$ cat src/rtl/regfile_uart_dump.sv
// Walks the register file debug port and streams "xNN=HHHHHHHH\r\n" lines out an 8N1 UART.
// Optional `REGDUMP_HEADER_EN prepends a "REGS\r\n" banner before x00.
module regfile_uart_dump #(
  parameter int CLKS_PER_BIT = 868,
  parameter int NUM_REGS     = 32
) (
  input  logic        clk,
  input  logic        resetn,
  input  logic        start,
  output logic [4:0]  dbg_raddr,
  input  logic [31:0] dbg_rdata,
  output logic        uart_tx,
  output logic        busy,
  output logic        done
);
  localparam int TW = (CLKS_PER_BIT > 2) ? $clog2(CLKS_PER_BIT) : 1;

  typedef enum logic [2:0] {S_IDLE, S_ADDR, S_CAPTURE, S_LOAD, S_SEND, S_DONE} state_t;

  state_t        state;
  logic [4:0]    reg_idx;
  logic [3:0]    char_idx;
  logic [31:0]   line_buf;
  logic [8:0]    shreg;
  logic [3:0]    bit_idx;
  logic [TW-1:0] bit_tmr;
  logic [7:0]    ch;
  logic [1:0]    tens;
  logic [3:0]    ones;
`ifdef REGDUMP_HEADER_EN
  logic          hdr_active;
  logic [2:0]    hdr_idx;

  function automatic logic [7:0] hdr_rom(input logic [2:0] a);
    case (a)
      3'd0:    return 8'h52;
      3'd1:    return 8'h45;
      3'd2:    return 8'h47;
      3'd3:    return 8'h53;
      3'd4:    return 8'h0D;
      default: return 8'h0A;
    endcase
  endfunction
`endif

  function automatic logic [7:0] hex_ascii(input logic [3:0] n);
    return (n < 4'd10) ? 8'h30 + {4'd0, n} : 8'h37 + {4'd0, n};
  endfunction

  // Index is at most 31, so a threshold ladder replaces a divider.
  always_comb begin
    tens = 2'd0;
    ones = reg_idx[3:0];
    if (reg_idx >= 5'd30) begin
      tens = 2'd3; ones = 4'(reg_idx - 5'd30);
    end else if (reg_idx >= 5'd20) begin
      tens = 2'd2; ones = 4'(reg_idx - 5'd20);
    end else if (reg_idx >= 5'd10) begin
      tens = 2'd1; ones = 4'(reg_idx - 5'd10);
    end
  end

  // Hex digits always come from the top nibble; line_buf shifts left as each is sent.
  always_comb begin
    case (char_idx)
      4'd0:    ch = 8'h78;
      4'd1:    ch = 8'h30 + {6'd0, tens};
      4'd2:    ch = 8'h30 + {4'd0, ones};
      4'd3:    ch = 8'h3D;
      4'd12:   ch = 8'h0D;
      4'd13:   ch = 8'h0A;
      default: ch = hex_ascii(line_buf[31:28]);
    endcase
`ifdef REGDUMP_HEADER_EN
    if (hdr_active) ch = hdr_rom(hdr_idx);
`endif
  end

  always_ff @(posedge clk or negedge resetn) begin
    if (!resetn) begin
      state     <= S_IDLE;
      reg_idx   <= '0;
      char_idx  <= '0;
      line_buf  <= '0;
      shreg     <= '1;
      bit_idx   <= '0;
      bit_tmr   <= '0;
      dbg_raddr <= '0;
      uart_tx   <= 1'b1;
      busy      <= 1'b0;
      done      <= 1'b0;
`ifdef REGDUMP_HEADER_EN
      hdr_active <= 1'b0;
      hdr_idx    <= '0;
`endif
    end else begin
      case (state)
        S_IDLE: if (start) begin
          busy    <= 1'b1;
          reg_idx <= '0;
          state   <= S_ADDR;
`ifdef REGDUMP_HEADER_EN
          hdr_active <= 1'b1;
          hdr_idx    <= '0;
`endif
        end
        S_ADDR: begin
          dbg_raddr <= reg_idx;
          state     <= S_CAPTURE;
        end
        S_CAPTURE: begin
          line_buf <= dbg_rdata;
          char_idx <= '0;
          state    <= S_LOAD;
        end
        S_LOAD: begin
          shreg   <= {1'b1, ch};
          uart_tx <= 1'b0;
          bit_idx <= '0;
          bit_tmr <= '0;
          if (char_idx >= 4'd4 && char_idx <= 4'd11) line_buf <= {line_buf[27:0], 4'h0};
          state   <= S_SEND;
        end
        S_SEND: begin
          if (bit_tmr == TW'(CLKS_PER_BIT - 1)) begin
            bit_tmr <= '0;
            if (bit_idx == 4'd9) begin
`ifdef REGDUMP_HEADER_EN
              if (hdr_active) begin
                if (hdr_idx == 3'd5) begin
                  hdr_active <= 1'b0;
                  state      <= S_ADDR;
                end else begin
                  hdr_idx <= hdr_idx + 3'd1;
                  state   <= S_LOAD;
                end
              end else
`endif
              if (char_idx != 4'd13) begin
                char_idx <= char_idx + 4'd1;
                state    <= S_LOAD;
              end else if (reg_idx == 5'(NUM_REGS - 1)) begin
                busy  <= 1'b0;
                done  <= 1'b1;
                state <= S_DONE;
              end else begin
                reg_idx <= reg_idx + 5'd1;
                state   <= S_ADDR;
              end
            end else begin
              bit_idx <= bit_idx + 4'd1;
              uart_tx <= shreg[0];
              shreg   <= {1'b1, shreg[8:1]};
            end
          end else begin
            bit_tmr <= bit_tmr + 1'b1;
          end
        end
        S_DONE: begin
          done  <= 1'b0;
          state <= S_IDLE;
        end
        default: state <= S_IDLE;
      endcase
    end
  end
endmodule

$ cat config.mk
export PLATFORM = sky130hd
export DESIGN_NAME = regfile_uart_dump
export DESIGN_NICKNAME = d
export VERILOG_FILES = /design/src/rtl/regfile_uart_dump.sv
export SDC_FILE = /design/constraint.sdc
export NUM_CORES = 1
export LEC_CHECK = 0
export CAP_MARGIN = 20
export CORE_ASPECT_RATIO = 1.2
export CORE_MARGIN = 2
export CORE_UTILIZATION = 50
export CTS_BUF_LIST = sky130_fd_sc_hd__clkbuf_8
export CTS_CLUSTER_SIZE = 25
export DETAILED_ROUTE_END_ITERATION = 7
export PLACE_DENSITY = 0.7
export SETUP_SLACK_MARGIN = 0.3
export SLEW_MARGIN = 40
export SYNTH_ARGS = -nofsm -noshare
export SYNTH_HDL_FRONTEND = slang
export SYNTH_SLANG_ARGS = --single-unit
$ cat constraint.sdc
create_clock -name clk -period 4.7 [get_ports clk]
set_clock_uncertainty 0.05 [all_clocks]
set_input_delay 0.94 -clock clk [delete_from_list [all_inputs] [get_ports clk]]
set_output_delay 0.94 -clock clk [all_outputs]
set_load 0.05 [all_outputs]
# After elaboration in Yosys (flattened, before gate mapping)
# Cells that the tools add are included.
[word_totals]
ff_bits = 75
latch_bits = 0
ramBits = 0
mem_bits_ro = 0
input_bits = 35
out_inout_bits = 8
word_cells = 114
n_memories = 0
[op_classes]
n_addsub = 11
mul = 0
div_mod_pow = 0
n_lt_le_gt_ge = 6
eq_ne = 23
shift = 0
mux = 48
bitwise_logic = 0
n_reduce_logical = 15
[ops]
columns = ["op", "count"]
rows = [
  ["$pmux 32 s2", 1],
  ["$pmux 7 s6", 1],
  ["$mux 32", 1],
  ["$mux 4", 8],
  ["$mux 5", 5],
  ["$add 6x4->7 const A", 3],
  ["$pmux 10 s2", 1],
  ["$mux 9", 2],
  ["$ne 2x2->1 const B", 9],
  ["$pmux 9 s2", 1],
  ["$pmux 4 s2", 2],
  ["$mux 3", 5],
  ["$pmux 3 s5", 1],
  ["$eq 4x4->1 const B", 3],
  ["$mux 1", 12],
  ["$reduce_and 6->1", 2],
  ["$add 10x1->10 const B", 1],
  ["$eq 10x10->1 const B", 1],
  ["$ge 5x5->1 const B", 2],
  ["$mux 10", 1],
  ["$pmux 5 s2", 1],
  ["$reduce_bool 2->1", 5],
  ["$add 4x1->4 const B", 2],
  ["$eq 4x2->1 const B", 2],
  ["other kinds (24)", 31],
]

# Longest topological paths before layout
# Gate-level depths: netlist of the first run.
[logic_depth]
word_depth = 7
depth_mapped = 9
ltp_nobuf = 7

# Worst setup path before layout of the first run
# Ideal clock, no wire load.
[synth_timing]
path_kind = "register -> register"
start = "register reg_idx[2]"
end = "register shreg[2]"
setup_time_ns = 0.086
arrival_time_ns = 1.803
required_time_ns = 4.564
slack_ns = 2.761
stages_incl_launch_ff = 8
path_buffers = 0
period_less_slack_ns = 1.939
cell_sequence = "dfrtp_1 inv_1 ha_1 nand2b_4 a311o_1 a2111oi_2 nor4_1 o31ai_2"
[synth_between]
elab_chain_len = 7
elab_cells_between_ends = 16
classes_between = "add/sub: 5; order compare: 3; mux: 8"
[synth_rtl]
columns = ["element", "line_no", "rtl"]
rows = [
  ["start, declared", "21", "logic [4:0] reg_idx;"],
  ["start signal, assigned", "147", "reg_idx <= reg_idx + 5'd1;"],
  ["$sub 4x4->4 or $ge 5x4->1 (tied branches)", "59, 58", ""],
  ["$mux 4 or $mux 1 (tied branches)", "58", "end else if (reg_idx >= 5'd10) begin"],
  ["$mux 4 or $mux 2 (tied branches)", "56", "end else if (reg_idx >= 5'd20) begin"],
  ["$mux 4 or $mux 2 (tied branches)", "54", "if (reg_idx >= 5'd30) begin"],
  ["$add 6x4->7 or $add 6x2->7 (tied branches)", "68, 67", ""],
  ["$pmux 7 s6 *", "65", "case (char_idx)"],
  ["$pmux 9 s2 *", "97", "case (state)"],
  ["end signal, assigned", "117", "shreg <= {1'b1, ch};"],
  ["end signal, assigned", "153", "shreg <= {1'b1, shreg[8:1]};"],
  ["end, declared", "24", "logic [8:0] shreg;"],
]
# Mark *: on every way between the ends. The rest lies on a longest branch, timed or not.
# A chain may end at the register's enable or synchronous reset.

# Final worst setup path of the first run
[layout_timing]
start = "register uart_tx"
end = "output uart_tx"
[layout_lines]
columns = ["element", "line_no", "rtl"]
rows = [
  ["start, declared", "12", "output logic uart_tx,"],
  ["start signal, assigned", "152", "uart_tx <= shreg[0];"],
]
# No word-level cell between the ends.

==> impl_metrics.ini, run 1 <==
[cts]
clock_latency_ps = 340
ctsHoldBuffers = 0
cts.clk_slew.worst_paths_ps = 70
cts.htree.levels = 3
cts.repair.resized = 0
cts_max_path_buffers = 2
cts_buffers = 9
post_cts.repair.setup_buffers = 0
tritoncts_num_sinks = 74
clockRootBuffer = sky130_fd_sc_hd__clkbuf_8
tritoncts = built

[cells_and_area]
syn2layout_area_growth_pct = 16.8
number_of_fill_cells_in_the_layout = 688
stdcell_count = 556
drive_gt1_share_pct = 9.27
fin_nets = 513
final_area_um2 = 4680
antenna_cells_inserted = 0
ff_latch_area_um2 = 1860
area_occupied_by_multi_input_gates_um2 = 1990
commonest_cells_after_routing_fill_and_taps_aside = sky130_fd_sc_hd__nand2_1 (65), sky130_fd_sc_hd__dfrtp_1 (65), sky130_fd_sc_hd__o21ai_0 (59), sky130_fd_sc_hd__clkdlybuf4s50_1 (41), sky130_fd_sc_hd__o22ai_1 (26)

[route]
detailroute.via_count = 3275
viasPerCell = 5.89
drtIter0Drc = 190
route.detailed.wl_per_inst_um = 15.5
routed_wirelength_um = 8630
drc = 1
drtPass1Iterations = 6
remaining_number_of_nets_flagged_by_the_antenna_check_after_routing = 0

[global_routing]
grt_pass1_vias = 3155
grt_start_max_net_pins = 75
grt_first_pass_wirelength_um = 14300
remaining_global_route_overflow = 0
globalRouteTotalUtil_pct = 20.6
grt_antenna_before_repair = 0

[worst_setup_path]
worstPathBufferInverterCount = 1
largest_fanout_of_any_net_on_the_critical_path = 2
cp_data_arrival_time_ps = 1660
cp.required_ps = 3710
critical_path_class = register to output pin
crit_slowest_cell = sky130_fd_sc_hd__clkdlybuf4s50_1
cp-end-kind = output pin
critical_path.max_stage_delay_ps = 790
critical_path.cell_chain = clkdlybuf4s50_1
path_delay_family = buffers and inverters
startpoint_type = register

[worst_hold_path]
hold_path_class = register to register

[placed_design]
placement.setup.worst_slack_ps = 2410
dpl.hpwl_um = 5880
port_buffers = 42
place.gp.congestion = 0.874
placed_cell_area_um2 = 4470
placed_cells_incl_taps = 541

[die]
floorplan.die_area_um2 = 8750
starting_density_of_the_core_pct = 51.7
fp.dieW_um = 85.7
floorplan.rows = 35
die_h_um = 102
core_um2 = 7750
floorplan.io_pins = 43

[pwr]
p_leak_nw = 1.94
max-vdd-ir-drop_mv = 0.232
power.density_cell_area_nw_per_um2 = 437

[synth]
ys_seq_area_share_pct = 46.5
synthesis.nets = 480
synth-edff-count = 0
syn_area_um2 = 4010
synth.yosys.warnings = 0
postSynthAreaPerCell_um2 = 9.39
syn_inst = 427
ys_async_sr_fraction_pct = 100
yosys_register_bits = 74
synth.distinct_cells = 59
synth_ff_type = sky130_fd_sc_hd__dfrtp_1

[timing]
slew_viol_final = 0
min_period_over_period_pct = 56.3
worst_slew_margin_rel_pct = 49.4
hold_viol_final = 0
finalSetupViolations = 0
max_freq_mhz = 378
grt_setup_unrepaired = no
fin_ws_ps = 2050
finalSetupTns_ps = 0
worst_slew_pin_slew_ps = 755
finalCriticalPeriod_ps = 2650

[run_status]
status = finished with violations
failed_checks = DRC

[flow_run]
cap_violations = 0
cells by family (layout without fill, tap and decap cells):
family / after synthesis / after routing / share of synthesized area (%)
adder cells (fa/ha/maj): 18 / 18 / 5.62
multiplexers: 15 / 15 / 3.93
XOR/XNOR: 4 / 4 / 0.874
AND/OR/NAND/NOR: 143 / 143 / 18.0
buffers and inverters: 37 / 74 / 3.99
flip-flops: 74 / 74 / 46.5
AO/OA/AOI/OAI: 136 / 136 / 21.1
cells in the mapped netlist (all sizes together) (6+ instances only):
cell type | count | share of area, %
ha | 18 | 5.6
dfrtp | 65 | 41
nand2 | 65 | 6.1
buf | 11 | 1.6
nor2b | 11 | 1.7
clkbuf | 12 | 1.1
nor2 | 23 | 2.2
mux2 | 6 | 1.7
o31ai | 10 | 2.0
o22ai | 26 | 4.1
dfstp | 9 | 5.9
inv | 14 | 1.3
nand3 | 11 | 1.5
mux2i | 9 | 2.2
o21ai | 59 | 7.4
a21oi | 14 | 1.7
registers in the layout (all words and copies together) (netlist names):
signal / count
char_idx: 4
reg_idx: 5
uart_tx: 1
line_buf: 32
shreg: 8
busy: 1
bit_idx: 4
bit_tmr: 10
done: 1
state: 3
dbg_raddr: 5
layer usage:
metal	GRT usage [%]	up-vias	part of all wire [%]
met5	0	-	0
met4	6.84	0	1.5
met3	4.77	10	3.9
met2	35.3	69	50
met1	25.8	1584	45
li1	-	1612	-
worst paths after layout:
check,slack [ps],startpoint,cells after the start,end
max,2050,uart_tx,1,uart_tx
min,420,shreg[7],2,shreg[7]
max reg2reg,2380,state[0],6,shreg[1]
min reg2reg,420,shreg[7],2,shreg[7]
max in group asynchronous,3580,resetn,1,reg_idx[2]
min in group asynchronous,550,resetn,1,bit_idx[1]
where the power goes:
group	switching, mW	internal, mW	leakage (nW)
clock network	0.233	0.310	0.112
registers	0.112	0.806	0.958
logic	0.350	0.237	0.874
total	0.695	1.35	1.94
cell type report:
class | count | area share (%)
inverter | 14 | 1.12
tap | 92 | 2.46
timing repair buffer | 45 | 9.49
sequential | 74 | 39.8
clock buffer | 10 | 2.94
clock inverter | 5 | 1.68
multi-input combinational | 316 | 42.5
through the flow:
| step | util, % | total power [mW] | hold WS [ps] |
|---|---|---|---|
| after floorplan | - | 1.36 | 387 |
| after detailed placement | 57.6 | 1.52 | 405 |
| after CTS | 60.4 | 2.07 | 422 |
| after global placement | 57.5 | 1.49 | 400 |
| final | 60.4 | 2.05 | 416 |
| after global routing | 60.4 | 2.19 | 437 |
Power figures use the tool's default switching activity.
==> inputs of run 2 (changes only) <==
Clock period 4.7 ns to 2.6 ns, I/O delays scaled along.
==> impl_metrics.ini, run 2 (synthesized netlist as in run 1, its figures left out) <==
[run_status]
status = finished with violations
failed_checks = DRC

[timing]
fin_ws_ps = 363
finalCriticalPeriod_ps = 2240
grt_setup_unrepaired = no
worst_slew_pin_slew_ps = 563
min_period_over_period_pct = 86.0
max_freq_mhz = 447
finalSetupTns_ps = 0
worst_slew_margin_rel_pct = 62.3
hold_viol_final = 0
worst_hold_margin_ps = 58.8
finalSetupViolations = 0
slew_viol_final = 0

[worst_setup_path]
setup.worst_path.end = uart_tx
path_delay_family = buffers and inverters
cp-end-kind = output pin
critical_path_class = register to output pin
crit_slowest_cell = sky130_fd_sc_hd__clkdlybuf4s50_1
largest_fanout_of_any_net_on_the_critical_path = 2
startpoint_type = register
critical_path.startpoint = uart_tx
critical_path.cell_chain = clkdlybuf4s50_1
reg2reg_slack_ps = 460
worstPathBufferInverterCount = 1
critical_path.reg2reg.startpoint = reg_idx[3]
critical_path.max_stage_delay_ps = 790
worst-r2r-cell-count = 7
cp.required_ps = 2030
cp_data_arrival_time_ps = 1670
r2r_end = reg_idx[2]
crit_cells = 1

[route]
route.detailed.wl_per_inst_um = 15.4
remaining_number_of_nets_flagged_by_the_antenna_check_after_routing = 0
viasPerCell = 5.80
drc = 1
routed_wirelength_um = 8680
drtIter0Drc = 142
detailroute.via_count = 3257
drtPass1Iterations = 7

[cts]
clockRootBuffer = sky130_fd_sc_hd__clkbuf_8
cts.htree.levels = 3
cts.clk_slew.worst_paths_ps = 80
post_cts.repair.setup_buffers = 0
clock_latency_ps = 350
cts_buffers = 9
tritoncts_num_sinks = 74
cts_max_path_buffers = 2
tritoncts = built

[placed_design]
dpl.hpwl_um = 6180
placement.setup.worst_slack_ps = 486
placed_cells_incl_taps = 546
port_buffers = 42
placed_cell_area_um2 = 4510
place.gp.congestion = 0.824

[cells_and_area]
final_core_utilization_pct = 60.5
largest_register_ffs = 32
drive_gt1_share_pct = 10.4
final_area_um2 = 4690
syn2layout_area_growth_pct = 17.0
top_regs = line_buf (32), bit_tmr (10), shreg (8)
ff_latch_area_um2 = 1860
number_of_fill_cells_in_the_layout = 680
stdcell_count = 562
largest_register = line_buf
commonest_cells_after_routing_fill_and_taps_aside = sky130_fd_sc_hd__nand2_1 (65), sky130_fd_sc_hd__dfrtp_1 (65), sky130_fd_sc_hd__o21ai_0 (59), sky130_fd_sc_hd__clkdlybuf4s50_1 (41), sky130_fd_sc_hd__o22ai_1 (26)
area_occupied_by_multi_input_gates_um2 = 1990
antenna_cells_inserted = 0
fin_nets = 518

[global_routing]
globalRouteTotalUtil_pct = 21.0
grt_first_pass_wirelength_um = 14700
grt_start_max_net_pins = 61
remaining_global_route_overflow = 0
grt_antenna_before_repair = 0
grt_pass1_vias = 3180

[die]
fp.dieW_um = 85.7
floorplan.io_pins = 43
starting_density_of_the_core_pct = 51.7
die_h_um = 102
core_um2 = 7750
floorplan.die_area_um2 = 8750
floorplan.rows = 35

[worst_hold_path]
hold_path_class = input pin to async pin

[pwr]
p_leak_nw = 1.94
fin_total_pwr_mw = 3.56
power.density_cell_area_nw_per_um2 = 758
max-vdd-ir-drop_mv = 0.434

[flow_run]
cap_violations = 0
run 2: changes by cell type in the layout (fill, tap and decap cells not counted), sizes merged:
cell | previous run | this run
bufinv | 2 | 0
buf | 4 | 9
inv | 14 | 15
clkinvlp | 0 | 3
clkinv | 3 | 2
run 2: power breakdown:
part / total [mW] / internal [mW] / switching, mW / leakage (nW)
registers: 1.67 / 1.46 / 0.209 / 0.958
clock network: 0.813 / 0.372 / 0.441 / 0.0847
logic: 1.08 / 0.448 / 0.630 / 0.900
run 2: cell type report:
cell class,instances,area share (%)
multi-input cells,316,42.4
flip-flops and latches,74,39.7
repair buffers,50,10.5
clock buffers,10,2.93
well taps,92,2.45
inverters,14,1.12
clock inverters,6,0.880
run 2: worst reg2reg max path, stage by stage, from the launching register on:
cell                      delay, ps
sky130_fd_sc_hd__dfrtp_1        540
sky130_fd_sc_hd__ha_1           270
sky130_fd_sc_hd__and2_1         160
sky130_fd_sc_hd__ha_1           220
sky130_fd_sc_hd__nor2_1         170
sky130_fd_sc_hd__and3_1         380
sky130_fd_sc_hd__nand2_1        120
sky130_fd_sc_hd__mux2i_1        130
run 2: repair_timing:
| action | CTS | global route |
|---|---|---|
| setup endpoints to repair | 0 | 1 |
| hold buffers | 0 | 0 |
| gates resized for setup | 0 | 1 |
run 2: worst min-delay path by stage:
stage	end	from	slack, ps
after floorplan	bit_idx[0]	resetn	170
after global placement	shreg[7]	shreg[7]	400
after detailed placement	shreg[7]	shreg[7]	400
after CTS	bit_idx[3]	resetn	60
after global routing	bit_idx[3]	resetn	80
final	bit_idx[3]	resetn	60
run 2: routing by layer:
metal  routed length [um]  part of all wire (%)  track usage, %  vias up
li1                     -                     -               -     1622
met1                 3940                    45            27.4     1567
met2                 4280                    49            35.1       59
met3                  347                   4.0            5.33        9
met4                  115                   1.3            5.86        0
met5                    0                     0               0        -
